## config.mk

```make
export PLATFORM = sky130hd
export DESIGN_NAME = mux2_burst_arbiter
export DESIGN_NICKNAME = d
export VERILOG_FILES = /design/src/rtl/mux2_burst_arbiter_pkg.sv /design/src/rtl/mux2_burst_arbiter_mux.sv /design/src/rtl/mux2_burst_arbiter.sv
export SDC_FILE = /design/constraint.sdc
export NUM_CORES = 1
export LEC_CHECK = 0
export BUFFER_PORTS_ARGS = -buffer_cell sky130_fd_sc_hd__buf_4
export CAP_MARGIN = 20
export CORE_UTILIZATION = 46
export DETAILED_ROUTE_END_ITERATION = 8
export PLACE_DENSITY = 0.85
export SYNTH_ARGS = -nofsm -noshare
export SYNTH_HDL_FRONTEND = slang
export SYNTH_HIERARCHICAL = 1
export SYNTH_SLANG_ARGS = --single-unit
```

## constraint.sdc

```tcl
create_clock -name clk -period 2.4 [get_ports clk]
set_clock_uncertainty 0.15 [all_clocks]
set_input_delay 0.48 -clock clk [delete_from_list [all_inputs] [get_ports clk]]
set_output_delay 0.48 -clock clk [all_outputs]
set_load 0.01 [all_outputs]
```

## src/rtl/mux2_burst_arbiter_pkg.sv

```systemverilog
// Shared widths, burst limit and arbiter state encodings for the two-requester
// burst arbiter.
package mux2_burst_arbiter_pkg;

  localparam int DATA_BITS = 16;
  localparam int MAX_BURST = 8;
  localparam int CNT_BITS  = 4;

  typedef enum logic [1:0] {
    ARB_IDLE = 2'd0,
    ARB_GNT0 = 2'd1,
    ARB_GNT1 = 2'd2
  } arb_state_t;

endpackage

```

## src/rtl/mux2_burst_arbiter_mux.sv

```systemverilog
// Shared 16-bit 2:1 datapath mux; sel=0 picks data_in1 (requester 0).
module mux2_burst_arbiter_mux
  import mux2_burst_arbiter_pkg::*;
(
  input  logic                 sel,
  input  logic [DATA_BITS-1:0] data_in1,
  input  logic [DATA_BITS-1:0] data_in2,
  output logic [DATA_BITS-1:0] data_out
);

  assign data_out = sel ? data_in2 : data_in1;

endmodule

```

## src/rtl/mux2_burst_arbiter.sv

```systemverilog
// Round-robin burst arbiter for two requesters sharing one datapath, with a
// one-stage valid/ready output register.
module mux2_burst_arbiter
  import mux2_burst_arbiter_pkg::*;
(
  input  logic                 clk,
  input  logic                 rst,
  input  logic                 in0_valid,
  input  logic [DATA_BITS-1:0] in0_data,
  input  logic                 in0_last,
  output logic                 in0_ready,
  input  logic                 in1_valid,
  input  logic [DATA_BITS-1:0] in1_data,
  input  logic                 in1_last,
  output logic                 in1_ready,
  output logic                 out_valid,
  output logic [DATA_BITS-1:0] out_data,
  output logic                 out_last,
  input  logic                 out_ready,
  output logic                 sel,
  output logic                 busy
);

  arb_state_t           state;
  logic                 last_grant;
  logic [CNT_BITS-1:0]  beat_cnt;
  logic [DATA_BITS-1:0] mux_data;
  logic                 slot_free;
  logic                 accept;
  logic                 beat_last;

  mux2_burst_arbiter_mux u_mux (
    .sel      (sel),
    .data_in1 (in0_data),
    .data_in2 (in1_data),
    .data_out (mux_data)
  );

  // The output slot can take a new beat when empty or being drained this cycle.
  assign slot_free = !out_valid || out_ready;
  assign in0_ready = (state == ARB_GNT0) && slot_free;
  assign in1_ready = (state == ARB_GNT1) && slot_free;
  assign accept    = (in0_valid && in0_ready) || (in1_valid && in1_ready);
  assign beat_last = ((state == ARB_GNT1) ? in1_last : in0_last) ||
                     (beat_cnt == CNT_BITS'(MAX_BURST - 1));
  assign busy      = (state != ARB_IDLE) || out_valid;

  // NOTE: all state below updates with non-blocking assignments so every
  // register samples the pre-edge values of the others.
  always_ff @(posedge clk) begin
    if (rst) begin
      state      <= ARB_IDLE;
      last_grant <= 1'b1;
      beat_cnt   <= '0;
      out_valid  <= 1'b0;
      out_data   <= '0;
      out_last   <= 1'b0;
      sel        <= 1'b0;
    end else begin
      if (accept) begin
        out_data  <= mux_data;
        out_valid <= 1'b1;
        out_last  <= beat_last;
      end else if (out_valid && out_ready) begin
        out_valid <= 1'b0;
      end

      case (state)
        ARB_IDLE: begin
          // On a tie the requester that did not hold the last grant wins.
          if (in0_valid && (!in1_valid || last_grant)) begin
            state <= ARB_GNT0;
            sel   <= 1'b0;
          end else if (in1_valid) begin
            state <= ARB_GNT1;
            sel   <= 1'b1;
          end
        end
        ARB_GNT0, ARB_GNT1: begin
          if (accept) begin
            if (beat_last) begin
              state      <= ARB_IDLE;
              beat_cnt   <= '0;
              last_grant <= (state == ARB_GNT1);
            end else begin
              beat_cnt <= beat_cnt + 1'b1;
            end
          end
        end
        default: state <= ARB_IDLE;
      endcase
    end
  end

endmodule

```

# Yosys cells after proc, flatten, opt, wreduce, memory -nomap -nowiden
# Cells that the tools add are included.
classes:
  n_addsub: 1
  n_eq_ne: 6
  muxes: 12
  reduce_logical: 22
ops:
  columns: ["cell", "count"]
  rows:
  - ["16-bit two-way mux", 1]
  - ["2-bit two-way mux", 4]
  - ["1-bit logical AND", 6]
  - ["3-bit AND reduction", 2]
  - ["2-bit nonzero test", 3]
  - ["1-bit logical OR", 5]
  - ["1-bit two-way mux", 5]
  - ["4-bit by 1-bit adder with 4-bit output, second input constant", 1]
  - ["4-bit by 3-bit == test with 1-bit output, second input constant", 1]
  - ["4-bit two-way mux", 1]
  - ["2-bit != test, second input constant", 2]
  - ["2-bit case mux with 2 select lines", 1]
  - ["2-bit AND reduction", 2]
  - ["3-bit != test, second input constant", 1]
  - ["2-bit by 1-bit == test with 1-bit output, second input constant", 1]
  - ["2-bit == test, second input constant", 1]
  - ["1-bit zero test", 2]
  - ["2-bit zero test", 1]
  - ["2-bit OR reduction", 1]
word_totals:
  ff_bits: 26
  input_bits: 39
  out_inout_bits: 22

# Longest topological paths before layout
# Gate-level depths: netlist of the first run.
depth:
  depth_word: 7
  depth_mapped: 8

# Cells and area by module
# Netlist of the first run, hierarchy kept.
modules_own_cells:
  columns: ["module", "instances", "cells_each", "area_per_inst_um2", "seq_area_each_um2"]
  rows:
  - ["mux2_burst_arbiter", 1, 137, 1107.3, 520.5]
  - ["mux2_burst_arbiter_mux", 1, 18, 249.0, 0.0]

# Worst setup path before layout of the first run
# No wires, ideal clock.
synth_timing:
  kind: "flip-flop to flip-flop"
  from: "register state[0]"
  to: "register beat_cnt[0]"
  arrival_ns: 1.543
  t_required_ns: 2.180
  setup_slack_ns: 0.636
  path_stages_with_launch: 6
  period_less_slack_ns: 1.764
  path_cell_list: "dfxtp_1 > inv_1 > ha_1 > mux2_4 > or4_1 > a21oi_1"
synth_via:
  elab_chain_len: 5
  elab_cells_between_ends: 12
synth_lines:
  columns: ["item", "line_no", "source"]
  rows:
  - ["start: declaration", "mux2_burst_arbiter.sv:24", "arb_state_t state;"]
  - ["start signal: assignment", "mux2_burst_arbiter.sv:52", "state <= ARB_IDLE;"]
  - ["start signal: assignment", "mux2_burst_arbiter.sv:72", "state <= ARB_GNT0;"]
  - ["start signal: assignment", "mux2_burst_arbiter.sv:75", "state <= ARB_GNT1;"]
  - ["2-bit by 1-bit == test with 1-bit output / 2-bit == test (equally long branches)", null, null]
  - ["1-bit logical AND, on equally long branches", "mux2_burst_arbiter.sv:41, mux2_burst_arbiter.sv:42", null]
  - ["1-bit logical AND", "mux2_burst_arbiter.sv:43", "assign accept = (in0_valid && in0_ready) || (in1_valid && in1_ready);"]
  - ["1-bit logical OR", "mux2_burst_arbiter.sv:43", null]
  - ["2-bit AND reduction (no source line)", null, null]
  - ["end signal: assignment", "mux2_burst_arbiter.sv:86", "beat_cnt <= beat_cnt + 1'b1;"]
  - ["end: declaration", "mux2_burst_arbiter.sv:26", "logic [CNT_BITS-1:0] beat_cnt;"]
# Parallel ways exist; a longest one is shown, timed or not.
# A chain may end at the register's enable or synchronous reset.

# Final worst setup path of the first run
layout_timing:
  from: "register state[0]"
  to: "register beat_cnt[1]"
# Same word-level chain as after synthesis.

==> results.toml, run 1 <==
[power]
ir_drop_mv = 0.783
p_comb_share_pct = 46.7
p_sw_share_pct = 35.2
net-switching-power_mw = 0.575
pwr-share-clk_pct = 18.4
total_power_mw = 1.64
leakagePower_nw = 0.817
seqPwrFrac_pct = 34.9
power_density_nw_per_um2 = 885
cellInternalPower_mw = 1.06

[placement]
hpwl_um = 2250
place_area_um2 = 1800
port_buffers = 60
gp_congestion = 0.788

[floorplan]
initial_utilization_pct = 48.8
die_y_um = 56.3
dieArea_um2 = 3170
io_pins = 61
die_w_um = 56.3
rows = 19
core-area_um2 = 2780

[routing]
vias_per_cell = 5.27
drcViolationCount = 0
wire_per_inst_um = 12.5
num_vias = 1280
firstDrtPassIters = 4
drt_iter0_drc = 36
routed_wl_um = 3040
ant_nets = 0

[timing]
setup_viol = 0
slew_headroom_pct = 58.5
tightest_slew_ns = 0.623
rsz0062_at_grt = "false"
fin_crit_ns = 1.99
timing.final.crit_share_pct = 83.1
maxSlewViolCount = 0
fin_setup_tns_ns = 0
hold_viol = 0
max_freq_mhz = 501

[final_layout]
nets = 256
layout_commonest_cell = "buf_4"
drive_gt1_share_pct = 39.6
fin_area_um2 = 1850
area_delta_synth_final_pct = 36.3
diodes = 0
final_cell_mix = "61 x buf_4, 40 x nand2_1, 26 x dfxtp_1, 22 x a21oi_1, 11 x mux2_4"

[worst_setup_path]
cp_max_fo = 18
crit_family = "simple AND/OR/NAND/NOR gates"
crit_required_ns = 2.53
setup.worst_path.start = "state[0]"
start_kind = "flip-flop"
reg2reg_depth = 6
worstSetupEndpointType = "flip-flop"
regToRegSetupSlack_ns = 0.41
cp.arrival_ns = 2.12
crit_chain = "inv_1, ha_1, a22o_1, and2_1, nand4_1, a21oi_1"
regToRegEndpoint = "beat_cnt[1]"
r2r_start = "state[0]"
worst-path-buf-inv = 1
cp_slowest_cell = "and2_1"
critical_path_class = "flip-flop to flip-flop"
crit_path_max_incr_delay_ns = 0.56

[status]
status = "finished clean"

[clock_network]
cts_root_buf = "clkbuf_4"
clkLatencyLatePin_ns = 0.33
path_clk_slew_ns = 0.14
clockBufferDepth = 2
ctsResizeCount = 0
h-tree-depth = 1
cts_setup_buffers = 0
cts_hold_buf = 0
numCtsBuffers = 3
cts_sinks = 26
cts_tree = "done"

[global_routing]
gr-max-usage-layer = "met2"
grt_pass1_vias = 1161
grt_max_degree = 27
grt_first_pass_wirelength_um = 5020
grt-ovfl-total = 0
met3_usage_pct = 8.29
gr-usage-met2_pct = 34.5
use_met1_pct = 23.0
antenna_found_initial = 0
grt.total_usage_pct = 20.0

[synth]
async_flop_share_pct = 0
synth_top_area_share_pct = 38.4
netlist_top_cells_area = "dfxtp_1 38%, mux2_4 12%, nand2_1 11%"
avgSynthCellArea_um2 = 8.75
ys_seq_area_share_pct = 38.4
syn_area_um2 = 1360
synth_edf_count = 0
synthCells = 155
synth-seq-cells = 26
ys_warn_count = 6
syn_nets = 198
synth.distinct_cells = 30
synth_flop_cell = "dfxtp_1"
yosys.area.top_type = "dfxtp_1"

[min_path]
hold_class = "input pin to flip-flop"
min_from = "in1_valid"
min_to = "sel"
whs_path_depth = 3

[run]
maxCapViolCount = 0
-- synth_stat cells (2+ instances only) --
master and n:
nand2b_1 2, ha_1 4, nand2_1 40, mux2_4 11, clkbuf_1 3, nor2_1 4, and2_1 3, buf_2 3
mux2_2 6, nor2b_1 2, o21ai_0 4, nand4_1 2, dfxtp_1 26, a21oi_1 22, inv_1 6, a32oi_1 2
or4_1 2
-- cell type report --
| class | instances | area (um2) |
|---|---|---|
| Fill cell | 247 | 933 |
| Clock inverter | 1 | 30.0 |
| Sequential cell | 26 | 520 |
| Tap cell | 31 | 38.8 |
| Inverter | 6 | 22.5 |
| Clock buffer | 3 | 22.5 |
| Timing Repair Buffer | 61 | 458 |
| Multi-Input combinational cell | 115 | 756 |
-- how the worst max path moves through the flow --
stage / depth (start not counted) / slack (ns) / to
floorplan: 5 / 0.64 / beat_cnt[0]
global placement: 6 / 0.50 / beat_cnt[1]
detailed placement: 6 / 0.45 / beat_cnt[1]
CTS: 6 / 0.41 / beat_cnt[1]
global route: 6 / 0.25 / beat_cnt[1]
finish: 6 / 0.41 / beat_cnt[1]
-- per-layer routing --
layer,part of all wire [%],routed length [um]
met3,8.8,268
met1,42,1280
met2,48,1470
met4,0.82,25
met5,0,0
-- power by group through the flow --
stage / clock (mW) / sequential [mW] / combinational (mW)
after floorplan: 0 / 0.609 / 0.479
after global placement: 0 / 0.576 / 0.753
after detailed placement: 0 / 0.580 / 0.768
after CTS: 0.308 / 0.570 / 0.771
after global routing: 0.325 / 0.581 / 0.847
final: 0.301 / 0.571 / 0.764
-- flip-flops by register name, indices dropped and copies added, names as in the netlist --
| name | count |
|---|---|
| beat_cnt | 4 |
| sel | 1 |
| out_last | 1 |
| last_grant | 1 |
| out_valid | 1 |
| out_data | 16 |
| state | 2 |
-- through the flow --
step                util [%]  hold slack [ns]  setup WS (ns)  cells
detailed placement      64.6            0.297          0.451    239
global route            66.4            0.271          0.246    243
CTS                     66.4            0.279          0.411    243
global placement        64.6            0.292          0.501    239
floorplan                  -            0.295          0.636    155
finish                  66.4            0.291          0.406    243
-- tightest hold or removal path, stage by stage --
cell     delay (ns)
buf_4          0.10
a32oi_1        0.09
nor2_1         0.08
-- cells by family (layout without fill, tap and decap cells) --
family,count (synthesis),in the layout,synth area share (%)
multiplexers,17,17,17.2
AND/OR/NAND/NOR,59,59,19.6
AO/OA/AOI/OAI,35,35,15.3
buffers and inverters,14,71,5.90
adder cells (fa/ha/maj),4,4,3.69
flip-flops,26,26,38.4
No activity file was read; power rests on OpenSTA's default activity.
==> run 2, diff against run 1 <==
CORE_UTILIZATION = 42   (was 46)
PLACE_DENSITY = 0.82   (was 0.85)
clock period = 1.74 ns   (was 2.4 ns; I/O delays follow)
==> run 2 against run 1 <==
Final cell count up 9.9%. Sequential power is 42% higher. Sequential share of layout area is 2.5 points lower. Register-to-register slack worse by 0.43 ns. The flow now finishes with violations (setup timing). Combinational power up 86%. Setup slack lost 0.43 ns. Global-route usage fell by 0.66 points. Flip-flop and latch count unchanged. Wire length is 9.1% higher. Die area rose by 9.2%. Clock power rose by 37%. Non-clock buffer count rose by 11.
==> results.toml, run 2 (synthesized netlist as in run 1, its figures left out) <==
[status]
status = "finished, violations left"
violations = "setup timing"

[placement]
place_ws_ns = -0.0485
place_area_um2 = 1890
hpwl_um = 2390
dp.cells = 260
port_buffers = 60
gp_congestion = 0.828

[worst_setup_path]
crit_required_ns = 1.87
regToRegSetupSlack_ns = -0.02
worstSetupEndpointType = "flip-flop"
setup.worst_path.start = "state[1]"
cp.arrival_ns = 1.89
start_kind = "flip-flop"
regToRegEndpoint = "beat_cnt[0]"
reg2reg_depth = 4
r2r_start = "state[1]"
cp_max_fo = 5
critical_path_class = "flip-flop to flip-flop"
endpoint = "beat_cnt[0]"

[final_layout]
n_fill_cell = 267
fin_area_um2 = 2050
regMostFlops = "out_data"
largest_reg_flops = 16
nets = 267
diodes = 0
top_regs = "out_data x16, beat_cnt x4, state x2"
layout_commonest_cell = "buf_4"
drive_gt1_share_pct = 49.8
instances_no_fill = 267
area_delta_synth_final_pct = 51.2
final_cell_mix = "69 x buf_4, 40 x nand2_1, 23 x dfxtp_1, 21 x a21oi_1, 11 x mux2_4"
post-route-util_pct = 67.2

[timing]
tightest_slew_ns = 0.275
fin_crit_ns = 1.76
maxSlewViolCount = 0
hold_ws_ns = 0.172
slew_headroom_pct = 81.4
hold_viol = 0
setup_viol = 2
max_freq_mhz = 567
setup_ws_ns = -0.0235
fin_setup_tns_ns = -0.0346
rsz0062_at_grt = "true"
timing.final.crit_share_pct = 101

[routing]
dr_wl_met2_um = 1750
wl_met1_um = 1340
ant_nets = 0
top_layer = "met4"
drt_iter0_drc = 55
num_vias = 1324
drcViolationCount = 0
firstDrtPassIters = 5
vias_per_cell = 4.96
routed_wl_um = 3320
wire_per_inst_um = 12.4
route.met3.wl_um = 204

[floorplan]
core-area_um2 = 3050
io_pins = 61
initial_utilization_pct = 44.4
dieArea_um2 = 3460
die_y_um = 58.8
rows = 20
die_w_um = 58.8

[global_routing]
grt-ovfl-total = 0
grt_max_degree = 27
grt_first_pass_wirelength_um = 5160
grt_pass1_vias = 1281
antenna_found_initial = 0
grt.total_usage_pct = 19.3

[clock_network]
clockBufferDepth = 2
h-tree-depth = 1
path_clk_slew_ns = 0.14
cts_tree = "done"
clkLatencyLatePin_ns = 0.32
cts_hold_buf = 0
cts_sinks = 26
numCtsBuffers = 3
cts_root_buf = "clkbuf_4"

[power]
total_power_mw = 2.64
power_density_nw_per_um2 = 1290
leakagePower_nw = 0.887
ir_drop_mv = 0.553

[run]
maxCapViolCount = 0

[min_path]
hold_class = "input pin to flip-flop"
-- run 2: cell count changes in the layout (fill, tap and decap cells not counted), moves of 2 or more --
cell      delta
dfxtp_1      -3
inv_1        -2
ha_4         +3
dfxtp_2      +2
buf_6        +2
buf_4        +8
ha_1         -3
nand2b_1     -2
-- run 2: worst min-delay path by stage --
stage	endpoint	depth (start not counted)	from
CTS	sel	3	in1_valid
finish	sel	3	in1_valid
floorplan	beat_cnt[3]	2	beat_cnt[3]
global route	sel	3	in1_valid
detailed placement	out_data[2]	2	out_data[2]
global placement	out_data[14]	2	out_data[14]
-- run 2: repair_timing --
item / in CTS / in global routing
setup buffers: 2 / 1
pin swaps: 1 / 2
setup endpoints to repair: 6 / 10
gates resized for setup: 6 / 18
cloned: 0 / 0
-- run 2: critical path: stages (launching register included) --
cell and delay, ns:
dfxtp_4 0.41, ha_4 0.16, mux2_4 0.34, or4_4 0.52, a21oi_2 0.12
-- run 2: final cells by class --
type	count	area, um2	share of cell area [%]
Tap cell	44	55.1	2.68
Inverter	6	25.0	1.22
Clock buffer	3	22.5	1.10
Multi-Input combinational cell	115	831	40.5
Sequential cell	26	527	25.7
Timing Repair Buffer	72	561	27.3
Clock inverter	1	30.0	1.46
-- run 2: power breakdown --
group	internal, mW	total, mW	switching, mW
registers	0.729	0.809	0.0801
logic	0.762	1.42	0.654
clock network	0.233	0.413	0.180
total	1.72	2.64	0.914
-- run 2: routing by layer --
metal	track usage (%)	vias to the layer above
met5	0	-
met4	5.10	0
met3	5.05	5
met2	36.7	53
met1	20.8	595
li1	-	671
==> run 3, diff against run 2 <==
CELL_PAD_IN_SITES_DETAIL_PLACEMENT = 0   (was unset)
CELL_PAD_IN_SITES_GLOBAL_PLACEMENT = 1   (was unset)
CORE_UTILIZATION = 35   (was 42)
PLACE_DENSITY = 0.9   (was 0.82)
clock period = 2.1 ns   (was 1.74 ns; I/O delays follow)
==> run 3 against run 2 <==
The run now ends clean. Setup slack better by 0.19 ns. Final cell count down 2.2%. Clock-buffer cell count is the same. Via count down 3.9%. Critical path depth grew 1. Total power fell by 25%. Wire length is 9.1% lower. Utilization shrank 15 points. Sequential power fell by 19%. Flip-flop and latch count stayed put. Largest cell class unchanged.
==> results.toml, run 3 (synthesized netlist as in run 1, its figures left out) <==
[status]
status = "finished clean"

[power]
seqPwrFrac_pct = 33.4
pwr-share-clk_pct = 21.1
p_comb_share_pct = 45.5
leakagePower_nw = 0.833
power_density_nw_per_um2 = 1030
cellInternalPower_mw = 1.29
p_sw_share_pct = 34.3
ir_drop_mv = 0.495
net-switching-power_mw = 0.677

[worst_setup_path]
cp.arrival_ns = 1.99
cp_slowest_cell = "or4_1"
crit_family = "simple AND/OR/NAND/NOR gates"
crit_chain = "inv_1, ha_1, mux2_4, or4_1, a21oi_1"
crit_required_ns = 2.16
worst-path-buf-inv = 1
start_kind = "flip-flop"
worstSetupEndpointType = "flip-flop"
crit_path_max_incr_delay_ns = 0.50
cp_max_fo = 5
critical_path_class = "flip-flop to flip-flop"

[routing]
routed_wl_um = 3010
num_vias = 1273
vias_per_cell = 4.88
drt_iter0_drc = 36
wire_per_inst_um = 11.5
drcViolationCount = 0
ant_nets = 0
firstDrtPassIters = 4

[global_routing]
grt-ovfl-total = 0
grt.total_usage_pct = 14.7
grt_first_pass_wirelength_um = 4830
grt_max_degree = 27
antenna_found_initial = 0
grt_pass1_vias = 1101

[final_layout]
diodes = 0
regMostFlops = "out_data"
layout_commonest_cell = "buf_4"
top_regs = "out_data x16, beat_cnt x4, state x2"
drive_gt1_share_pct = 40.4
largest_reg_flops = 16
nets = 257
area_delta_synth_final_pct = 40.8
final_cell_mix = "61 x buf_4, 40 x nand2_1, 26 x dfxtp_1, 22 x a21oi_1, 11 x mux2_4"

[clock_network]
cts_sinks = 26
clockBufferDepth = 2
clkLatencyLatePin_ns = 0.27
cts_root_buf = "clkbuf_8"
path_clk_slew_ns = 0.09
h-tree-depth = 1
numCtsBuffers = 3
cts_tree = "done"

[floorplan]
die_y_um = 64.3
core-area_um2 = 3690
io_pins = 61
dieArea_um2 = 4130
initial_utilization_pct = 36.8
die_w_um = 64.3
rows = 22

[timing]
fin_setup_tns_ns = 0
tightest_slew_ns = 0.333
rsz0062_at_grt = "false"
max_freq_mhz = 517
hold_ws_ns = 0.295
hold_viol = 0
setup_viol = 0
fin_crit_ns = 1.93
slew_headroom_pct = 77.8
timing.final.crit_share_pct = 92.1
maxSlewViolCount = 0

[placement]
hpwl_um = 2240
port_buffers = 60
gp_congestion = 0.712

[min_path]
hold_class = "input pin to flip-flop"

[run]
maxCapViolCount = 0
[run 3: area by class of cell]
class / instances / area [um2]
Fill cell: 379 / 1780
Sequential cell: 26 / 520
Clock inverter: 1 / 30.0
Timing Repair Buffer: 62 / 478
Inverter: 6 / 22.5
Clock buffer: 3 / 41.3
Tap cell: 48 / 60.1
Multi-Input combinational cell: 115 / 757
[run 3: power groups by stage]
| stage | Sequential (mW) | Clock, mW | Combinational (mW) |
|---|---|---|---|
| after floorplan | 0.696 | 0 | 0.547 |
| after global placement | 0.666 | 0 | 0.897 |
| after detailed placement | 0.670 | 0 | 0.902 |
| after CTS | 0.661 | 0.425 | 0.905 |
| after global routing | 0.676 | 0.451 | 0.981 |
| final | 0.659 | 0.416 | 0.897 |
[run 3: what timing repair did]
item                       4_1_cts  5_1_grt
setup buffers                    0        0
setup endpoints to repair        0       14
hold buffers                     0        0
gates resized for setup          0        1
[run 3: per-layer routing]
metal  global-route usage [%]  wire length (um)  up-vias
met5                        0                 0        -
met4                     4.17                26        0
met3                     4.46               212        4
met2                     25.7              1410       46
met1                     17.2              1360      573
li1                         -                 -      650
[run 3: final timing paths]
| kind | startpoint | to | slack [ns] | depth (start not counted) |
|---|---|---|---|---|
| min | in1_valid | sel | 0.30 | 3 |
| max reg2reg | state[0] | beat_cnt[0] | 0.17 | 5 |
| max | state[0] | beat_cnt[0] | 0.17 | 5 |
| min reg2reg | out_data[8] | out_data[8] | 0.31 | 2 |
[run 3: worst reg2reg max path: stages (launching register included)]
cell and delay (ns):
dfxtp_1 0.36, inv_1 0.08, ha_1 0.26, mux2_4 0.35, or4_1 0.51, a21oi_1 0.16
[run 3: per-stage QoR]
stage | setup WS, ns | std cells | cell area, um2 | util [%] | power [mW]
global placement | 0.168 | 257 | 1840 | 49.8 | 1.56
detailed placement | 0.103 | 257 | 1840 | 49.8 | 1.57
finish | 0.166 | 261 | 1910 | 51.8 | 1.97
CTS | 0.0722 | 261 | 1910 | 51.7 | 1.99
floorplan | 0.336 | 155 | 1360 | - | 1.24
global route | 0.0701 | 261 | 1910 | 51.8 | 2.11
